**config.mk**
```make
export PLATFORM = sky130hd
export DESIGN_NAME = decode_stage_flat
export DESIGN_NICKNAME = d
export VERILOG_FILES = /design/src/rtl/cpu_pkg.sv /design/src/rtl/decode_stage_if.sv /design/src/rtl/instr_decoder.sv /design/src/rtl/decode_stage.sv /design/src/flat_wrapper.sv
export SDC_FILE = /design/constraint.sdc
export NUM_CORES = 1
export LEC_CHECK = 0
export ABC_AREA = 1
export CAP_MARGIN = 5
export CORE_ASPECT_RATIO = 2
export CORE_MARGIN = 3
export CORE_UTILIZATION = 43
export CTS_CLUSTER_DIAMETER = 50
export DETAILED_ROUTE_END_ITERATION = 6
export PLACE_DENSITY = 0.95
export SYNTH_ARGS = -nofsm -noshare
export SYNTH_HDL_FRONTEND = slang
export SYNTH_SLANG_ARGS = --single-unit
```
**constraint.sdc**
```tcl
create_clock -name clk -period 5 [get_ports clk]
set_input_delay 0.75 -clock clk [delete_from_list [all_inputs] [get_ports clk]]
set_output_delay 0.75 -clock clk [all_outputs]
set_load 0.05 [all_outputs]
```
**src/rtl/cpu_pkg.sv**
```systemverilog
// rtl/cpu_pkg.sv - shared CPU types and encodings for the decode stage
package cpu_pkg;

   localparam int XLEN = 32;

   localparam logic [6:0] OPCODE_OP     = 7'b0110011;
   localparam logic [6:0] OPCODE_OP_IMM = 7'b0010011;

   localparam logic [2:0] FUNCT3_ADD = 3'b000;
   localparam logic [2:0] FUNCT3_XOR = 3'b100;
   localparam logic [2:0] FUNCT3_OR  = 3'b110;
   localparam logic [2:0] FUNCT3_AND = 3'b111;

   localparam logic [6:0] FUNCT7_BASE = 7'b0000000;
   localparam logic [6:0] FUNCT7_SUB  = 7'b0100000;

   typedef enum logic [2:0] {
      ALU_NOP = 3'd0,
      ALU_ADD = 3'd1,
      ALU_SUB = 3'd2,
      ALU_XOR = 3'd3,
      ALU_OR  = 3'd4,
      ALU_AND = 3'd5
   } alu_op_t;

   typedef enum logic { SRC_A_RS1 = 1'b0, SRC_A_PC  = 1'b1 } src_a_sel_t;
   typedef enum logic { SRC_B_RS2 = 1'b0, SRC_B_IMM = 1'b1 } src_b_sel_t;
   typedef enum logic { WRITE_DISABLE = 1'b0, WRITE_ENABLE = 1'b1 } reg_write_t;

   typedef struct packed {
      alu_op_t    alu_op;
      src_a_sel_t src_a_sel;
      src_b_sel_t src_b_sel;
      reg_write_t reg_write;
   } control_signals_t;

   localparam control_signals_t CTRL_NOP = '{ALU_NOP, SRC_A_RS1, SRC_B_RS2, WRITE_DISABLE};

   typedef struct packed {
      control_signals_t  ctrl;
      logic [4:0]        rs1;
      logic [4:0]        rs2;
      logic [4:0]        rd;
      logic [XLEN-1:0]   imm;
      logic              illegal;
   } decoded_t;

   localparam decoded_t DECODED_RST = '{CTRL_NOP, 5'd0, 5'd0, 5'd0, '0, 1'b0};

endpackage

```
**src/rtl/decode_stage_if.sv**
```systemverilog
// rtl/decode_stage_if.sv - fetch-side and execute-side handshake bundle of the decode stage
interface decode_stage_if #(parameter int XLEN = 32);
   import cpu_pkg::*;

   logic                in_valid;
   logic                in_ready;
   logic [31:0]         in_instr;
   logic [XLEN-1:0]     in_pc;

   logic                out_valid;
   logic                out_ready;
   control_signals_t    out_ctrl;
   logic [4:0]          out_rs1;
   logic [4:0]          out_rs2;
   logic [4:0]          out_rd;
   logic [XLEN-1:0]     out_imm;
   logic [XLEN-1:0]     out_pc;
   logic                out_illegal;

   modport slave (
      input  in_valid, in_instr, in_pc, out_ready,
      output in_ready, out_valid, out_ctrl, out_rs1, out_rs2, out_rd,
             out_imm, out_pc, out_illegal
   );

   modport master (
      output in_valid, in_instr, in_pc, out_ready,
      input  in_ready, out_valid, out_ctrl, out_rs1, out_rs2, out_rd,
             out_imm, out_pc, out_illegal
   );

endinterface

```
**src/rtl/instr_decoder.sv**
```systemverilog
// rtl/instr_decoder.sv - combinational instruction word to decoded_t translation
module instr_decoder
   import cpu_pkg::*;
(
   input  logic [31:0] instr_i,
   output decoded_t    dec_o
);

   logic [6:0] opcode;
   logic [2:0] funct3;
   logic [6:0] funct7;
   alu_op_t    op;
   logic       legal;
   logic       use_imm;

   assign opcode = instr_i[6:0];
   assign funct3 = instr_i[14:12];
   assign funct7 = instr_i[31:25];

   always_comb begin
      op      = ALU_NOP;
      legal   = 1'b0;
      use_imm = 1'b0;
      if (opcode == OPCODE_OP) begin
         if (funct7 == FUNCT7_BASE) begin
            legal = 1'b1;
            case (funct3)
               FUNCT3_ADD: op = ALU_ADD;
               FUNCT3_XOR: op = ALU_XOR;
               FUNCT3_OR:  op = ALU_OR;
               FUNCT3_AND: op = ALU_AND;
               default:    legal = 1'b0;
            endcase
         end else if (funct7 == FUNCT7_SUB && funct3 == FUNCT3_ADD) begin
            legal = 1'b1;
            op    = ALU_SUB;
         end
      end else if (opcode == OPCODE_OP_IMM) begin
         // funct7 position carries immediate bits here, so it is not examined
         legal   = 1'b1;
         use_imm = 1'b1;
         case (funct3)
            FUNCT3_ADD: op = ALU_ADD;
            FUNCT3_XOR: op = ALU_XOR;
            FUNCT3_OR:  op = ALU_OR;
            FUNCT3_AND: op = ALU_AND;
            default:    legal = 1'b0;
         endcase
      end
   end

   always_comb begin
      dec_o.rs1     = instr_i[19:15];
      dec_o.rs2     = instr_i[24:20];
      dec_o.rd      = instr_i[11:7];
      dec_o.imm     = XLEN'($signed(instr_i[31:20]));
      dec_o.illegal = !legal;
      dec_o.ctrl    = CTRL_NOP;
      if (legal) begin
         dec_o.ctrl.alu_op    = op;
         dec_o.ctrl.src_a_sel = SRC_A_RS1;
         dec_o.ctrl.src_b_sel = use_imm ? SRC_B_IMM : SRC_B_RS2;
         dec_o.ctrl.reg_write = (instr_i[11:7] == 5'd0) ? WRITE_DISABLE : WRITE_ENABLE;
      end
   end

endmodule

```
**src/rtl/decode_stage.sv**
```systemverilog
// rtl/decode_stage.sv - registered ID stage: handshake, output bundle register, illegal counter
module decode_stage
   import cpu_pkg::*;
#(
   parameter int XLEN  = 32,
   parameter int CNT_W = 8
) (
   input  logic             clk,
   input  logic             rst,
   input  logic             flush_i,
   decode_stage_if.slave    bus,
   output logic [CNT_W-1:0] illegal_cnt
);

   decoded_t         dec;
   decoded_t         bundle_q, bundle_d;
   logic [XLEN-1:0]  pc_q, pc_d;
   logic             valid_q, valid_d;
   logic [CNT_W-1:0] cnt_q, cnt_d;
   logic             accept;

   instr_decoder u_decoder (
      .instr_i (bus.in_instr),
      .dec_o   (dec)
   );

   assign bus.in_ready = !flush_i && (!valid_q || bus.out_ready);
   assign accept       = bus.in_valid && bus.in_ready;

   always_comb begin
      bundle_d = bundle_q;
      pc_d     = pc_q;
      valid_d  = valid_q;
      cnt_d    = cnt_q;
      // flush wins over everything; in_ready is already low so accept cannot fire
      if (flush_i) begin
         valid_d = 1'b0;
      end else if (accept) begin
         valid_d  = 1'b1;
         bundle_d = dec;
         pc_d     = bus.in_pc;
         if (dec.illegal && cnt_q != {CNT_W{1'b1}}) begin
            cnt_d = cnt_q + 1'b1;
         end
      end else if (bus.out_ready) begin
         valid_d = 1'b0;
      end
   end

   always_ff @(posedge clk or posedge rst) begin
      if (rst) begin
         bundle_q <= DECODED_RST;
         pc_q     <= '0;
         valid_q  <= 1'b0;
         cnt_q    <= '0;
      end else begin
         bundle_q <= bundle_d;
         pc_q     <= pc_d;
         valid_q  <= valid_d;
         cnt_q    <= cnt_d;
      end
   end

   assign bus.out_valid   = valid_q;
   assign bus.out_ctrl    = bundle_q.ctrl;
   assign bus.out_rs1     = bundle_q.rs1;
   assign bus.out_rs2     = bundle_q.rs2;
   assign bus.out_rd      = bundle_q.rd;
   assign bus.out_imm     = bundle_q.imm;
   assign bus.out_pc      = pc_q;
   assign bus.out_illegal = bundle_q.illegal;
   assign illegal_cnt     = cnt_q;

endmodule

```
**src/flat_wrapper.sv**
```systemverilog
// flat-port wrapper written by rule: the top's interface ports become plain ports
module decode_stage_flat import cpu_pkg::*;
#(
   parameter int XLEN  = 32,
   parameter int CNT_W = 8
)
  (clk, rst, flush_i, illegal_cnt, bus_in_valid, bus_in_instr, bus_in_pc, bus_out_ready, bus_in_ready, bus_out_valid, bus_out_ctrl, bus_out_rs1, bus_out_rs2, bus_out_rd, bus_out_imm, bus_out_pc, bus_out_illegal);
  decode_stage_if #(.XLEN(XLEN)) bus_i ();
  input  logic clk;
  input  logic rst;
  input  logic flush_i;
  output logic [CNT_W-1:0] illegal_cnt;
  input wire logic [$bits(bus_i.in_valid)-1:0] bus_in_valid;
  input wire logic [$bits(bus_i.in_instr)-1:0] bus_in_instr;
  input wire logic [$bits(bus_i.in_pc)-1:0] bus_in_pc;
  input wire logic [$bits(bus_i.out_ready)-1:0] bus_out_ready;
  output wire logic [$bits(bus_i.in_ready)-1:0] bus_in_ready;
  output wire logic [$bits(bus_i.out_valid)-1:0] bus_out_valid;
  output wire logic [$bits(bus_i.out_ctrl)-1:0] bus_out_ctrl;
  output wire logic [$bits(bus_i.out_rs1)-1:0] bus_out_rs1;
  output wire logic [$bits(bus_i.out_rs2)-1:0] bus_out_rs2;
  output wire logic [$bits(bus_i.out_rd)-1:0] bus_out_rd;
  output wire logic [$bits(bus_i.out_imm)-1:0] bus_out_imm;
  output wire logic [$bits(bus_i.out_pc)-1:0] bus_out_pc;
  output wire logic [$bits(bus_i.out_illegal)-1:0] bus_out_illegal;
  assign bus_i.in_valid = bus_in_valid;
  assign bus_i.in_instr = bus_in_instr;
  assign bus_i.in_pc = bus_in_pc;
  assign bus_i.out_ready = bus_out_ready;
  assign bus_in_ready = bus_i.in_ready;
  assign bus_out_valid = bus_i.out_valid;
  assign bus_out_ctrl = bus_i.out_ctrl;
  assign bus_out_rs1 = bus_i.out_rs1;
  assign bus_out_rs2 = bus_i.out_rs2;
  assign bus_out_rd = bus_i.out_rd;
  assign bus_out_imm = bus_i.out_imm;
  assign bus_out_pc = bus_i.out_pc;
  assign bus_out_illegal = bus_i.out_illegal;
  decode_stage #(.XLEN(XLEN), .CNT_W(CNT_W)) u_core (.clk(clk), .rst(rst), .flush_i(flush_i), .bus(bus_i), .illegal_cnt(illegal_cnt));
endmodule
```
==> flow_metrics.py <==
metrics = {
    "clocking": {
        "cts_setup_buffers": 0,
        "cts_buffer_depth": 2,
        "cts_tree": "yes",
        "clock_latency_ns": 0.33,
        "cts_root_buf": "clkbuf_16",
        "clkSinkCount": 69,
        "numCtsBuffers": 9,
        "htreeDepth": 3,
        "ctsResizeCount": 0,
        "cts.reportedPaths.clkPinSlew_ns": 0.05,
        "cts_hold_repair.buffers": 0,
    },
    "timing": {
        "maxSlewViolCount": 0,
        "fin_skew_ns": 0.00754,
        "min_period_ns": 3.04,
        "final.setup.tns_ns": 0,
        "setup_viol": 0,
        "rsz0062_at_grt": "false",
        "slew_headroom": 0.477,
        "hold_viol_final": 0,
        "finalCritPeriodShare": 0.608,
        "max_freq_ghz": 0.329,
        "worst_slew_pin_slew_ns": 0.784,
    },
    "worst_setup_path": {
        "slowest_stage": "clkdlybuf4s50_1",
        "cp_max_fo": 2,
        "critPathMostFrequentCell": "clkdlybuf4s50_1",
        "cp.buffers_inverters": 2,
        "r2r_end": "u_core.bus.out_ctrl[3]$_DFFE_PP0P_",
        "reg2reg_depth": 7,
        "cp.required_ns": 4.25,
        "cp.depth": 3,
        "cp.arrival_ns": 2.29,
        "critPathMaxStageDelay_ns": 0.82,
        "r2r_slack_ns": 2.99,
        "critPathLaunchType": "input port",
        "cp_top_family": "buffers and inverters",
        "cp-end-kind": "primary output",
        "reg2reg_from": "u_core.bus.out_valid$_DFFE_PP0P_",
        "worst-setup-path-type": "input port to primary output",
        "path_cells": "clkdlybuf4s50_1 > nor2_8 > clkdlybuf4s50_1",
    },
    "cells_and_area": {
        "final_cell_mix": "nand2_1 (192), clkdlybuf4s50_1 (163), dfrtp_1 (69)",
        "antenna_cells": 0,
        "final_area_sq_um": 5010,
        "num-nets-final": 592,
        "area_growth_pct": 54.5,
        "drive_gt1_frac": 0.0514,
        "final_common_cell": "nand2_1",
        "n_fill_cell": 556,
    },
    "global_route": {
        "grt.total_usage": 0.219,
        "grt_pass1_vias": 3126,
        "grt_max_degree": 74,
        "overflow": 0,
        "grt_pass1_wl_um": 14400,
        "antenna_found_initial": 0,
    },
    "hold_path": {
        "hp-class": "flip-flop to flip-flop",
        "min_path_cells": 2,
        "whs_endpoint": "u_core.bus.out_pc[14]$_DFFE_PP0P_",
        "min-delay-start": "u_core.bus.out_pc[14]$_DFFE_PP0P_",
    },
    "routing": {
        "wl_met3_um": 631,
        "dr_wl_met2_um": 5130,
        "dr.max_layer_used": "met4",
        "via_per_inst": 4.85,
        "drc": 0,
        "drt-initial-drc-count": 220,
        "ant_nets": 0,
        "num_vias": 2991,
        "drt-met1-wl_um": 2940,
        "drtPass1Iterations": 4,
        "wl_um": 8960,
        "post_drt_wl_per_cell_um": 14.5,
    },
    "power": {
        "max-vdd-ir-drop_v": 0.000318,
        "power.leakage_nw": 2.44,
        "p_per_area_nw_per_um2": 429,
    },
    "yosys": {
        "synth.top_cell.area_share": 0.533,
        "syn_nets": 456,
        "synthCells": 386,
        "yosys.cell_types.count": 29,
        "synth.avg_cell_area_sq_um": 8.40,
        "synth_top_area_cell": "dfrtp_1",
        "ys_ff_latch": 69,
        "yosysWarnings": 0,
        "netlist_area_sq_um": 3240,
        "netlist_top_cells_area": "dfrtp_1 (53%), nand2_1 (22%), buf_4 (6.5%)",
        "yosysSeqAreaShare": 0.533,
    },
    "floorplan": {
        "die_w_um": 67.4,
        "start_util": 0.446,
        "io_pins": 165,
        "die_h_um": 129,
        "num_rows": 44,
        "dieArea_sq_um": 8680,
        "coreArea_sq_um": 7270,
    },
    "place": {
        "dpl-instance-area_sq_um": 4720,
        "port_buffers": 163,
        "dp_hpwl_um": 6700,
        "gp_congestion": 0.811,
    },
    "outcome": {
        "status": "finished clean",
    },
    "job": {
        "max_cap_viol_count": 0,
    },
}
-- metal layers --
layer,up-vias,GRT usage
li1,1437,-
met1,1404,0.213
met2,129,0.404
met3,21,0.0699
met4,0,0.0981
met5,-,0
-- worst min-delay path, cell delays in order, from the launching register on --
cell and delay, ns:
dfrtp_1 0.34, nand2_1 0.05, nand2_1 0.05
-- final cells by class --
type                       instances  area (sq um)  area share
timing repair buffer             164          1640       0.327
multi-input combinational        259          1170       0.234
clock buffer                      12           246      0.0492
sequential                        69          1730       0.345
clock inverter                     2          35.0     0.00700
tap                               92           115      0.0230
inverter                          19          71.3      0.0142
-- worst max path at each step --
stage	end	slack [ns]	from
after floorplan	u_core.bus.out_ctrl[0]$_DFFE_PP0P_	2.51	rst
after global placement	bus_in_ready	2.00	bus_out_ready
after detailed placement	bus_in_ready	1.98	flush_i
after CTS	bus_in_ready	1.97	flush_i
after global routing	bus_in_ready	1.95	flush_i
final	bus_in_ready	1.96	flush_i
-- Yosys cell counts --
| cell | instances |
|---|---|
| nand3_1 | 12 |
| dfrtp_1 | 69 |
| o22ai_1 | 1 |
| conb_1 | 1 |
| buf_4 | 28 |
| nor2_2 | 2 |
| nor2_1 | 12 |
| o21ai_1 | 4 |
| nor3_4 | 1 |
| clkbuf_1 | 1 |
| buf_2 | 9 |
| o31ai_1 | 1 |
| nand2_8 | 1 |
| xor2_1 | 3 |
| nand3_2 | 1 |
| inv_1 | 16 |
| nand4_1 | 9 |
| nand2_1 | 192 |
| nand2_4 | 1 |
| nand3_4 | 1 |
| nor3_1 | 1 |
| xnor2_1 | 2 |
| inv_2 | 3 |
| ha_1 | 1 |
| nor2_4 | 1 |
| nor2_8 | 2 |
| buf_6 | 1 |
| o21ai_0 | 9 |
| nand3b_1 | 1 |
-- registers in the layout, indices dropped and copies added, names as in the netlist --
name and count:
u_core.bus.out_ctrl 5, u_core.bus.out_valid 1, u_core.illegal_cnt 8, u_core.bus.out_imm 12, u_core.bus.out_pc 32, u_core.bus.out_rs1 5, u_core.bus.out_illegal 1, u_core.bus.out_rd 5
-- where the power goes --
part,switching (mW),total (mW),internal [mW],leakage (nW)
registers,0.0650,0.705,0.640,0.870
clock network,0.213,0.606,0.393,0.139
logic,0.556,0.835,0.279,1.44
total,0.834,2.15,1.31,2.44
-- through the flow --
| step | worst slack (ns) | hold WS, ns | std cells | total power, mW | utilization |
|---|---|---|---|---|---|
| floorplan | 2.51 | 0.756 | 386 | 1.27 | - |
| global placement | 2.00 | 0.462 | 603 | 1.53 | 0.650 |
| detailed placement | 1.98 | 0.464 | 603 | 1.55 | 0.650 |
| CTS | 1.97 | 0.479 | 617 | 2.16 | 0.689 |
| global route | 1.95 | 0.502 | 617 | 2.24 | 0.689 |
| finish | 1.96 | 0.476 | 617 | 2.15 | 0.689 |
-- cells by family (layout without fill, tap and decap cells) --
group	count (synthesis)	after routing	synth area share
buffers and inverters	58	197	0.105
AOI/OAI and AO/OA	15	15	0.0243
xor gates and xnor gates	5	5	0.0135
adders and majority gates	1	1	0.00386
and+or+nand+nor	237	237	0.319
DFF	69	69	0.533
other	1	1	0.00116
Power figures use the tool's default switching activity.
